## src/rtl/mp_adder_seq.sv

```systemverilog
// mp_adder_seq: multi-precision add/subtract built on one 8-bit slice with carry feedback.
// Operands are consumed one byte per cycle, least-significant first.
module mp_adder_seq #(
    parameter int unsigned WORDS = 4
) (
    input  logic                 clk,
    input  logic                 rst,
    input  logic                 in_valid,
    output logic                 in_ready,
    input  logic [8*WORDS-1:0]   in_a,
    input  logic [8*WORDS-1:0]   in_b,
    input  logic                 in_sub,
    output logic                 out_valid,
    input  logic                 out_ready,
    output logic [8*WORDS-1:0]   out_sum,
    output logic                 out_carry,
    output logic                 busy
);

    localparam int unsigned W  = 8 * WORDS;
    localparam int unsigned IW = (WORDS > 1) ? $clog2(WORDS) : 1;

    typedef enum logic [1:0] {
        IDLE,
        RUN,
        DONE
    } state_t;

    state_t         state;
    logic [W-1:0]   a_r;
    logic [W-1:0]   b_r;
    logic [W-1:0]   sum_r;
    logic           carry_r;
    logic [IW-1:0]  idx;

    logic [7:0]     a_byte_c;
    logic [7:0]     b_byte_c;
    logic [8:0]     slice_c;
    logic [IW+2:0]  shift_c;

    // Byte select and the 8-bit slice: two bytes plus the chained carry.
    always_comb begin
        shift_c  = {idx, 3'b000};
        a_byte_c = 8'(a_r >> shift_c);
        b_byte_c = 8'(b_r >> shift_c);
        slice_c  = 9'(a_byte_c) + 9'(b_byte_c) + 9'(carry_r);
    end

    // Sequencer FSM with registered handshake and status outputs.
    always_ff @(posedge clk) begin
        if (rst) begin
            state     <= IDLE;
            a_r       <= '0;
            b_r       <= '0;
            sum_r     <= '0;
            carry_r   <= 1'b0;
            idx       <= '0;
            in_ready  <= 1'b0;
            out_valid <= 1'b0;
            busy      <= 1'b0;
        end else begin
            case (state)
                IDLE: begin
                    in_ready <= 1'b1;
                    if (in_valid && in_ready) begin
                        // Subtract is A + ~B + 1: invert B and seed the carry.
                        a_r      <= in_a;
                        b_r      <= in_sub ? ~in_b : in_b;
                        carry_r  <= in_sub;
                        sum_r    <= '0;
                        idx      <= '0;
                        in_ready <= 1'b0;
                        busy     <= 1'b1;
                        state    <= RUN;
                    end
                end
                RUN: begin
                    // sum_r was cleared on accept, so OR-ing in the byte is a write.
                    sum_r   <= sum_r | (W'(slice_c[7:0]) << shift_c);
                    carry_r <= slice_c[8];
                    idx     <= idx + IW'(1);
                    if (idx == IW'(WORDS - 1)) begin
                        out_valid <= 1'b1;
                        state     <= DONE;
                    end
                end
                DONE: begin
                    if (out_ready) begin
                        out_valid <= 1'b0;
                        busy      <= 1'b0;
                        in_ready  <= 1'b1;
                        state     <= IDLE;
                    end
                end
                default: begin
                    state     <= IDLE;
                    out_valid <= 1'b0;
                    busy      <= 1'b0;
                    in_ready  <= 1'b0;
                end
            endcase
        end
    end

    assign out_sum   = sum_r;
    assign out_carry = carry_r;

endmodule
```

## config.mk

```make
export PLATFORM = sky130hd
export DESIGN_NAME = mp_adder_seq
export DESIGN_NICKNAME = d
export VERILOG_FILES = /design/src/rtl/mp_adder_seq.sv
export SDC_FILE = /design/constraint.sdc
export NUM_CORES = 1
export LEC_CHECK = 0
export ABC_AREA = 1
export BUFFER_PORTS_ARGS = -buffer_cell sky130_fd_sc_hd__buf_4
export CORE_MARGIN = 2
export CORE_UTILIZATION = 35
export DETAILED_ROUTE_END_ITERATION = 8
export HOLD_SLACK_MARGIN = 0.02
export PLACE_DENSITY = 0.59
export SYNTH_ARGS = -nofsm -noshare
export SYNTH_HDL_FRONTEND = slang
export SYNTH_SLANG_ARGS = --single-unit
```

## constraint.sdc

```tcl
create_clock -name clk -period 2.96 [get_ports clk]
set_clock_uncertainty 0.2 [all_clocks]
set_input_delay 0.296 -clock clk [delete_from_list [all_inputs] [get_ports clk]]
set_output_delay 0.296 -clock clk [all_outputs]
set_load 0.005 [all_outputs]
```

Yosys cells after proc, flatten, opt, wreduce, memory -nomap -nowiden
Index checks and enable logic that the tools add are counted.
{"block": "classes", "eq_ne": 6, "mux": 19, "bitwise_logic": 4, "reduce_logical": 9, "add_sub_neg": 3, "shifts": 3}
{"cell": "2-to-1 mux 32 bit", "n": 2}
{"cell": "one-hot mux 32 bit (2 select lines)", "n": 1}
{"cell": "right shift 32 x 5 -> 8 bit", "n": 2}
{"cell": "inverter 32 bit", "n": 1}
{"cell": "OR 32 bit", "n": 1}
{"cell": "left shift 8 x 5 -> 32 bit", "n": 1}
{"cell": "adder 8 x 8 -> 9 bit", "n": 1}
{"cell": "adder 9 x 1 -> 9 bit", "n": 1}
{"cell": "one-hot mux 1 bit (3 select lines)", "n": 3}
{"cell": "AND reduction 3 bit", "n": 3}
{"cell": "2-to-1 mux 2 bit", "n": 4}
{"cell": "2-to-1 mux 1 bit", "n": 6}
{"cell": "inequality test 2 bit, second input constant", "n": 3}
{"cell": "one-hot mux 2 bit (3 select lines)", "n": 1}
{"cell": "AND reduction 2 bit", "n": 3}
{"cell": "equality test 2 bit, second input constant", "n": 2}
{"cell": "one-hot mux 2 bit (2 select lines)", "n": 1}
{"cell": "adder 2 x 1 -> 2 bit, second input constant", "n": 1}
{"cell": "equality test 2 x 1 -> 1 bit, second input constant", "n": 1}
{"cell": "logical NOT 2 bit", "n": 1}
{"cell": "inverter 1 bit", "n": 2}
{"cell": "one-hot mux 1 bit (2 select lines)", "n": 1}
{"cell": "nonzero test 2 bit", "n": 1}
{"cell": "logical AND 1 bit", "n": 1}
{"block": "totals", "output_inout_bits": 36, "register_bits": 104, "inputBits": 69, "word_cells": 53}

Logic depth before layout (Yosys ltp)
Gate-level depths: netlist of run 1.
{"block": "depth", "word_depth": 6, "ltp_mapped": 16, "depth_no_buf": 14}

Worst setup path after synthesis of run 1
OpenSTA, ideal clock, no wires.
{"block": "synth_timing", "path_kind": "register -> register", "startpoint": "reg idx[0]", "endpoint": "reg sum_r[28], in the netlist out_sum[28]", "path_stages_with_launch": 16, "setup_ns": 0.070, "setup_slack_ns": 0.290, "synth_period_minus_slack_ns": 2.670, "required_time_ns": 2.690, "arrival_ns": 2.399, "path_buffers": 2, "cell_sequence": "dfxtp_1 buf_2 inv_1 clkbuf_1 o21ai_0 o22ai_1 fa_1 inv_1 fa_1 inv_1 nand2_1 nand2_1 and2_1 xor2_1 nand3_1 a21oi_1"}
{"block": "synth_between", "elab_chain_cells": 6, "word_cells_on_any_way": 7, "classes_between": "add/sub (2); shift (3); mux (1); bitwise (1)"}
{"item": "start, declared", "line": "34", "rtl": "logic [IW-1:0] idx;"}
{"item": "start signal, assigned", "line": "81", "rtl": "idx <= idx + IW'(1);"}
{"item": "right shift 32 x 5 -> 8 bit, on equally long branches", "line": "44, 45"}
{"item": "adder 8 x 8 -> 9 bit", "line": "46", "rtl": "slice_c = 9'(a_byte_c) + 9'(b_byte_c) + 9'(carry_r);"}
{"item": "adder 9 x 1 -> 9 bit", "line": "46"}
{"item": "left shift 8 x 5 -> 32 bit *", "line": "79", "rtl": "sum_r <= sum_r | (W'(slice_c[7:0]) << shift_c);"}
{"item": "OR 32 bit *", "line": "79"}
{"item": "one-hot mux 32 bit (2 select lines) *", "line": "62", "rtl": "case (state)"}
{"item": "end signal, assigned", "line": "79"}
{"item": "end, declared", "line": "32", "rtl": "logic [W-1:0] sum_r;"}
Every way passes the cells marked *; elsewhere a longest branch is shown, timed or not.
A chain may end at the register's enable or synchronous reset.

Worst setup path in the final report of run 1
{"block": "layout_timing", "startpoint": "reg idx[1]", "endpoint": "reg sum_r[20], in the netlist out_sum[20]"}
Same word-level chain as after synthesis.

==> results of run 1 <==
-- metal layers --
metal,up-vias,global-route usage (%)
met1,2081,23.61
li1,2394,-
met5,-,0
met4,0,5.819
met3,16,3.485
met2,150,27.05
-- power by group --
part / switching, W / internal [W]
clock network: 0.000507 / 0.000763
registers: 0.0000561 / 0.00148
logic: 0.000404 / 0.000310
-- path summary, 6_finish.rpt --
kind	from	endpoint	slack, ns	cells past startpoint
min reg2reg	out_valid$_SDFFE_PP0P_	out_valid$_SDFFE_PP0P_	0.27	2
min	in_a[1]	a_r[1]$_SDFFE_PP0P_	0.02	3
max reg2reg	idx[1]$_SDFFE_PP0P_	out_sum[20]$_SDFFE_PP0P_	0.21	10
max	idx[1]$_SDFFE_PP0P_	out_sum[20]$_SDFFE_PP0P_	0.21	10
-- flip-flops by register name, indices dropped and copies added (netlist names) --
signal     count
b_r           32
in_ready       1
out_valid      1
state          2
a_r           32
out_carry      1
out_sum       32
idx            2
busy           1
-- worst max-delay path: cells and delay by family, from the launching register on --
kind / cells / cell delay (ns)
XOR/XNOR: 1 / 0.21
buffers and inverters: 2 / 0.40
adder cells (fa/ha/maj): 1 / 0.32
AO/OA/AOI/OAI: 3 / 0.54
AND/OR/NAND/NOR: 3 / 0.61
flip-flops: 1 / 0.39
-- per-stage QoR --
step                total power (W)  setup WS (ns)  instance area (um2)  util, %
floorplan                  0.002025         0.2903                 4912        -
detailed placement         0.002245         0.1053                 5802    42.12
finish                     0.003523         0.2051                 6340    46.03
CTS                        0.003523        0.08265                 6235    45.27
global placement           0.002231         0.2569                 5802    42.12
global route               0.003705       0.006646                 6340    46.03
-- layout by cell type (no fill, tap or decap), drive strengths merged, types with 3 or more instances in the layout --
master       count
nand3           20
a211oi          33
buf            126
dlygate4sd3     11
a21oi           48
nand4            9
xnor2           32
ha               8
o22ai           14
clkbuf          12
dfxtp          104
xor2             3
o21ai           75
clkinvlp         4
inv             28
a31oi            4
nor3             8
nor2           144
nand2           56
or2              3
-- what timing repair did --
action,in CTS,in global routing
resized for setup,0,7
hold buffers,11,0
buffers inserted,0,7
hold endpoints to repair,11,0
endpoints found under the setup margin,0,6
-- synthesized netlist by cell type --
master,instances
fa_1,2
a21oi_1,48
buf_1,2
o21a_1,1
ha_1,8
nand3b_1,2
clkbuf_1,21
a31oi_1,4
a32oi_1,2
o22ai_1,14
inv_2,3
nand4_1,9
buf_6,4
nand2_1,56
nor2_4,1
nor2_1,143
clkbuf_4,2
or2_2,3
xnor2_1,32
nor3_1,8
xor2_1,3
inv_1,27
dfxtp_1,104
nand3_1,19
buf_4,5
nand3_4,1
a211oi_2,1
clkinv_1,1
a211oi_1,32
and2_1,1
buf_2,14
o21ai_0,75
-- final cells by class --
class                      count  share of cell area, %
clock buffer                  11                  3.829
clock inverter                 5                  1.263
inverter                      31                  1.954
multi-input combinational    465                  39.04
sequential                   104                  32.90
tap                          180                  3.552
timing repair buffer         138                  17.47
-- cells by family (layout without fill, tap and decap cells) --
| group | after synthesis | count (layout) |
|---|---|---|
| and+or+nand+nor | 243 | 243 |
| AOI/OAI and AO/OA | 177 | 177 |
| DFF | 104 | 104 |
| buffers and inverters | 79 | 185 |
| xor gates and xnor gates | 35 | 35 |
| adders and majority gates | 10 | 10 |
==> qor.yml, run 1 <==
clock_tree:
  cts_buffers: 9
  cts.sink_count: 104
  clk_pin_slew_ns: 0.07
  htree_levels: 3
  clock_path_buffers: 2
  cts_root_buf: "clkbuf_16"
  cts_tree: "yes"
  insertion_delay_ns: 0.35
layout:
  syn_to_final_growth_pct: 29.06
  layout.nets: 828
  fillers: 1432
  num_antenna_cells: 0
  multiInputGateArea_mm2: 0.002475
  drive_gt1_share_pct: 20.69
  seqCellArea_mm2: 0.002086
  fin_cells: 934
die:
  start_util_pct: 35.66
  chipHeight_um: 122.5
  die_width_um: 122.5
  core-area_mm2: 0.01377
  die-area_mm2: 0.01500
  ioPinCount: 105
  rows: 43
critical_path:
  path_cells: "buf_4 > buf_6 > o21ai_0 > o22ai_1 > ha_1 > or2_2 > and2_1 > xor2_2 > nand3_1 > a21oi_1"
  endpoint_kind: "register"
  critPathRequiredTime_ns: 3.03
  start_kind: "register"
  crit_slowest_cell: "dfxtp_1"
  crit_arrival_ns: 2.82
  crit_type: "reg -> reg"
  critPathMaxStageDelay_ns: 0.39
  worst-path-max-fanout: 24
drt:
  routed_via_density: 4.969
  drc: 0
  dr.pass1.iters: 5
  drt-initial-drc-count: 294
  route.met3.wl_um: 748
  wl_met2_mm: 5.855
  via_count: 4641
  wl_met1_mm: 6.264
  top_layer_used: "met4"
  final_antenna_net_count: 0
  wirelength_mm: 13.10
  wire_per_inst_um: 14.02
yosys:
  ys_warn_count: 0
  synth_top_family_by_area: "simple AND/OR/NAND/NOR gates"
  syn-num-nets: 727
  syn_area_mm2: 0.004912
  syn_inst: 648
  synth-compound-area-share_pct: 20.48
  yosys.area_share.xor_xnor_pct: 6.240
  synth_seq_cells: 104
  syn_area_per_cell_um2: 7.581
  synth-seq-area-share_pct: 42.38
  synth_area_leader_cell: "dfxtp_1"
  yosysUniqueCellTypes: 32
  yosys.area_share.simple_pct: 20.50
  muxShareOfSynthArea_pct: 0
  yosys-top-cells-area: "dfxtp_1 42%, nor2_1 11%, o21ai_0 7.6%"
  synth_adder_area_share_pct: 2.853
  yosysTopAreaCellShare_pct: 42.38
timing:
  final-setup-viol-count: 0
  slew_headroom_pct: 58.84
  tightest_slew_ns: 0.6173
  setup-tns-final_ns: 0
  hold_viol: 0
  fin_crit_sh_pct: 93.07
  drv_slew: 0
  min_period_ns: 2.755
  holdWs_ns: 0.01884
  fmax_mhz: 363.0
  rsz0062_at_grt: "no"
place:
  routabilityCongestion: 0.8356
  dp.cells: 899
  io_buffers: 104
  dpl.hpwl_mm: 9.409
grt:
  overflow: 0
  grt_pass1_wl_mm: 20.35
  grt_max_degree: 63
  track_usage_pct: 17.23
  antenna_found_initial: 0
  grt_pass1_vias: 4241
run:
  max_cap_violations: 0
power:
  powerDensity_mw_per_mm2: 555.8
  vdd_drop_max_v: 0.0002711
  p_leak_nw: 2.535
outcome:
  run_status: "finished clean"
hold_path:
  hp-class: "in -> reg"
(Power assumes the default switching activity.)
==> run 2: changes to the inputs <==
Settings changed: SETUP_SLACK_MARGIN set to 0.3.
==> qor.yml, run 2 (synthesis results as in run 1) <==
drt:
  drt-initial-drc-count: 338
  final_antenna_net_count: 0
  wire_per_inst_um: 14.72
  wirelength_mm: 13.82
  drc: 0
  routed_via_density: 5.021
  via_count: 4715
  dr.pass1.iters: 4
layout:
  final_cell_mix: "142 x nor2_1, 116 x buf_4, 103 x dfxtp_1, 74 x o21ai_0, 49 x nand2_1"
  drive_gt1_share_pct: 23.98
  num_antenna_cells: 0
  final_common_cell: "nor2_1"
  layout.nets: 833
  syn_to_final_growth_pct: 34.08
  post-route-util_pct: 47.82
power:
  p_clk_share_pct: 36.5
  vdd_drop_max_v: 0.0003221
  seq_power_share_pct: 42.1
  powerDensity_mw_per_mm2: 556.8
  swShare_pct: 27.53
  p_int_w: 0.002658
  p_leak_nw: 2.624
  power_frac_comb_pct: 21.4
  p_total_w: 0.003667
  p_sw_w: 0.001009
clock_tree:
  cts.sink_count: 104
  cts_buffers: 9
  cts_root_buf: "clkbuf_16"
  clock_path_buffers: 2
  clk_pin_slew_ns: 0.07
  htree_levels: 3
  insertion_delay_ns: 0.35
  cts_tree: "yes"
timing:
  rsz0062_at_grt: "yes"
  final-setup-viol-count: 0
  fmax_mhz: 379.3
  setup-tns-final_ns: 0
  hold_viol: 0
  tightest_slew_ns: 0.7105
  min_period_ns: 2.637
  slew_headroom_pct: 52.63
  fin_crit_sh_pct: 89.08
  holdWs_ns: 0.01253
  worst_slack_ns: 0.3233
  drv_slew: 0
hold_path:
  min_to: "a_r[13]$_SDFFE_PP0P_"
  hp-class: "in -> reg"
  holdPathStages: 3
  min_from: "in_a[13]"
die:
  rows: 43
  core-area_mm2: 0.01377
  start_util_pct: 35.66
  ioPinCount: 105
  die_width_um: 122.5
  die-area_mm2: 0.01500
  chipHeight_um: 122.5
place:
  post-place-ws_ns: 0.1560
  dpl.hpwl_mm: 9.928
  io_buffers: 104
  routabilityCongestion: 0.9059
critical_path:
  r2r_start: "idx[0]$_SDFFE_PP0P_"
  crit-reg2reg-capture: "out_sum[4]$_SDFFE_PP0P_"
  path_cells: "inv_4 > buf_6 > buf_6 > o21ai_4 > o22ai_2 > fa_2 > inv_2 > fa_2 > inv_2 > nand2_2 > nand2_2 > and2_4 > xor2_4 > nand3_2 > a21oi_1"
  crit_slowest_cell: "fa_2"
  r2r_cells: 15
  critPathRequiredTime_ns: 3.04
  crit_arrival_ns: 2.72
  r2r_slack_ns: 0.32
  path_buf_inv: 5
  critPathTopFamily: "adder cells"
  critPathMaxStageDelay_ns: 0.41
  endpoint_kind: "register"
  start_kind: "register"
  crit_type: "reg -> reg"
  worst-path-max-fanout: 4
run:
  max_cap_violations: 0
grt:
  grt_pass1_wl_mm: 22.03
  track_usage_pct: 18.91
  grt_pass1_vias: 4521
  antenna_found_initial: 0
  grt_max_degree: 63
  overflow: 0
outcome:
  run_status: "finished clean"
[run 2: timing repair]
item | 4_1_cts | 5_1_grt
gates resized for setup | 6 | 38
cloned | 2 | 0
setup buffers | 4 | 2
hold buffers | 18 | 0
pin swaps | 2 | 19
hold endpoints to repair | 18 | 0
endpoints found under the setup margin | 7 | 29
[run 2: layout make-up]
| class | instances | area [um2] |
|---|---|---|
| clock inverters | 6 | 107.6 |
| multi-input cells | 465 | 2590 |
| inverters | 31 | 118.9 |
| well taps | 180 | 225.2 |
| fillers | 1414 | 7187 |
| clock buffers | 10 | 229.0 |
| repair buffers | 143 | 1230 |
| flip-flops and latches | 104 | 2086 |
[run 2: worst max-delay path by stage]
stage,startpoint,end,cells past startpoint
3_5_place_dp,idx[0]$_SDFFE_PP0P_,out_sum[4]$_SDFFE_PP0P_,14
3_3_place_gp,idx[0]$_SDFFE_PP0P_,out_sum[12]$_SDFFE_PP0P_,14
2_1_floorplan,idx[1]$_SDFFE_PP0P_,out_sum[28]$_SDFFE_PP0P_,14
6_report,idx[0]$_SDFFE_PP0P_,out_sum[4]$_SDFFE_PP0P_,15
4_1_cts,idx[0]$_SDFFE_PP0P_,out_sum[4]$_SDFFE_PP0P_,14
5_1_grt,idx[0]$_SDFFE_PP0P_,out_sum[20]$_SDFFE_PP0P_,15
[run 2: layer usage]
layer / global-route usage [%] / share of wire (%) / vias up
li1: - / - / 2400
met1: 24.39 / 46 / 2169
met2: 30.80 / 47 / 127
met3: 4.368 / 5.1 / 19
met4: 7.040 / 2.3 / 0
met5: 0 / 0 / -
[run 2: power groups by stage]
stage	Clock (W)	Combinational [W]	Sequential, W
after CTS	0.00137	0.000740	0.00154
after global routing	0.00142	0.000872	0.00155
after global placement	0	0.000676	0.00157
final	0.00134	0.000786	0.00154
after detailed placement	0	0.000686	0.00157
after floorplan	0	0.000476	0.00155
[run 2: stage by stage]
step | instance area, um2 | cells
global route | 6586 | 939
floorplan | 4913 | 648
detailed placement | 5799 | 897
finish | 6586 | 939
CTS | 6425 | 937
global placement | 5799 | 897
[run 2: worst min-delay path, delay by kind of cell]
family,cells,cell delay [ns]
simple gates,1,0.08
compound gates,1,0.08
buf+inv,1,0.08
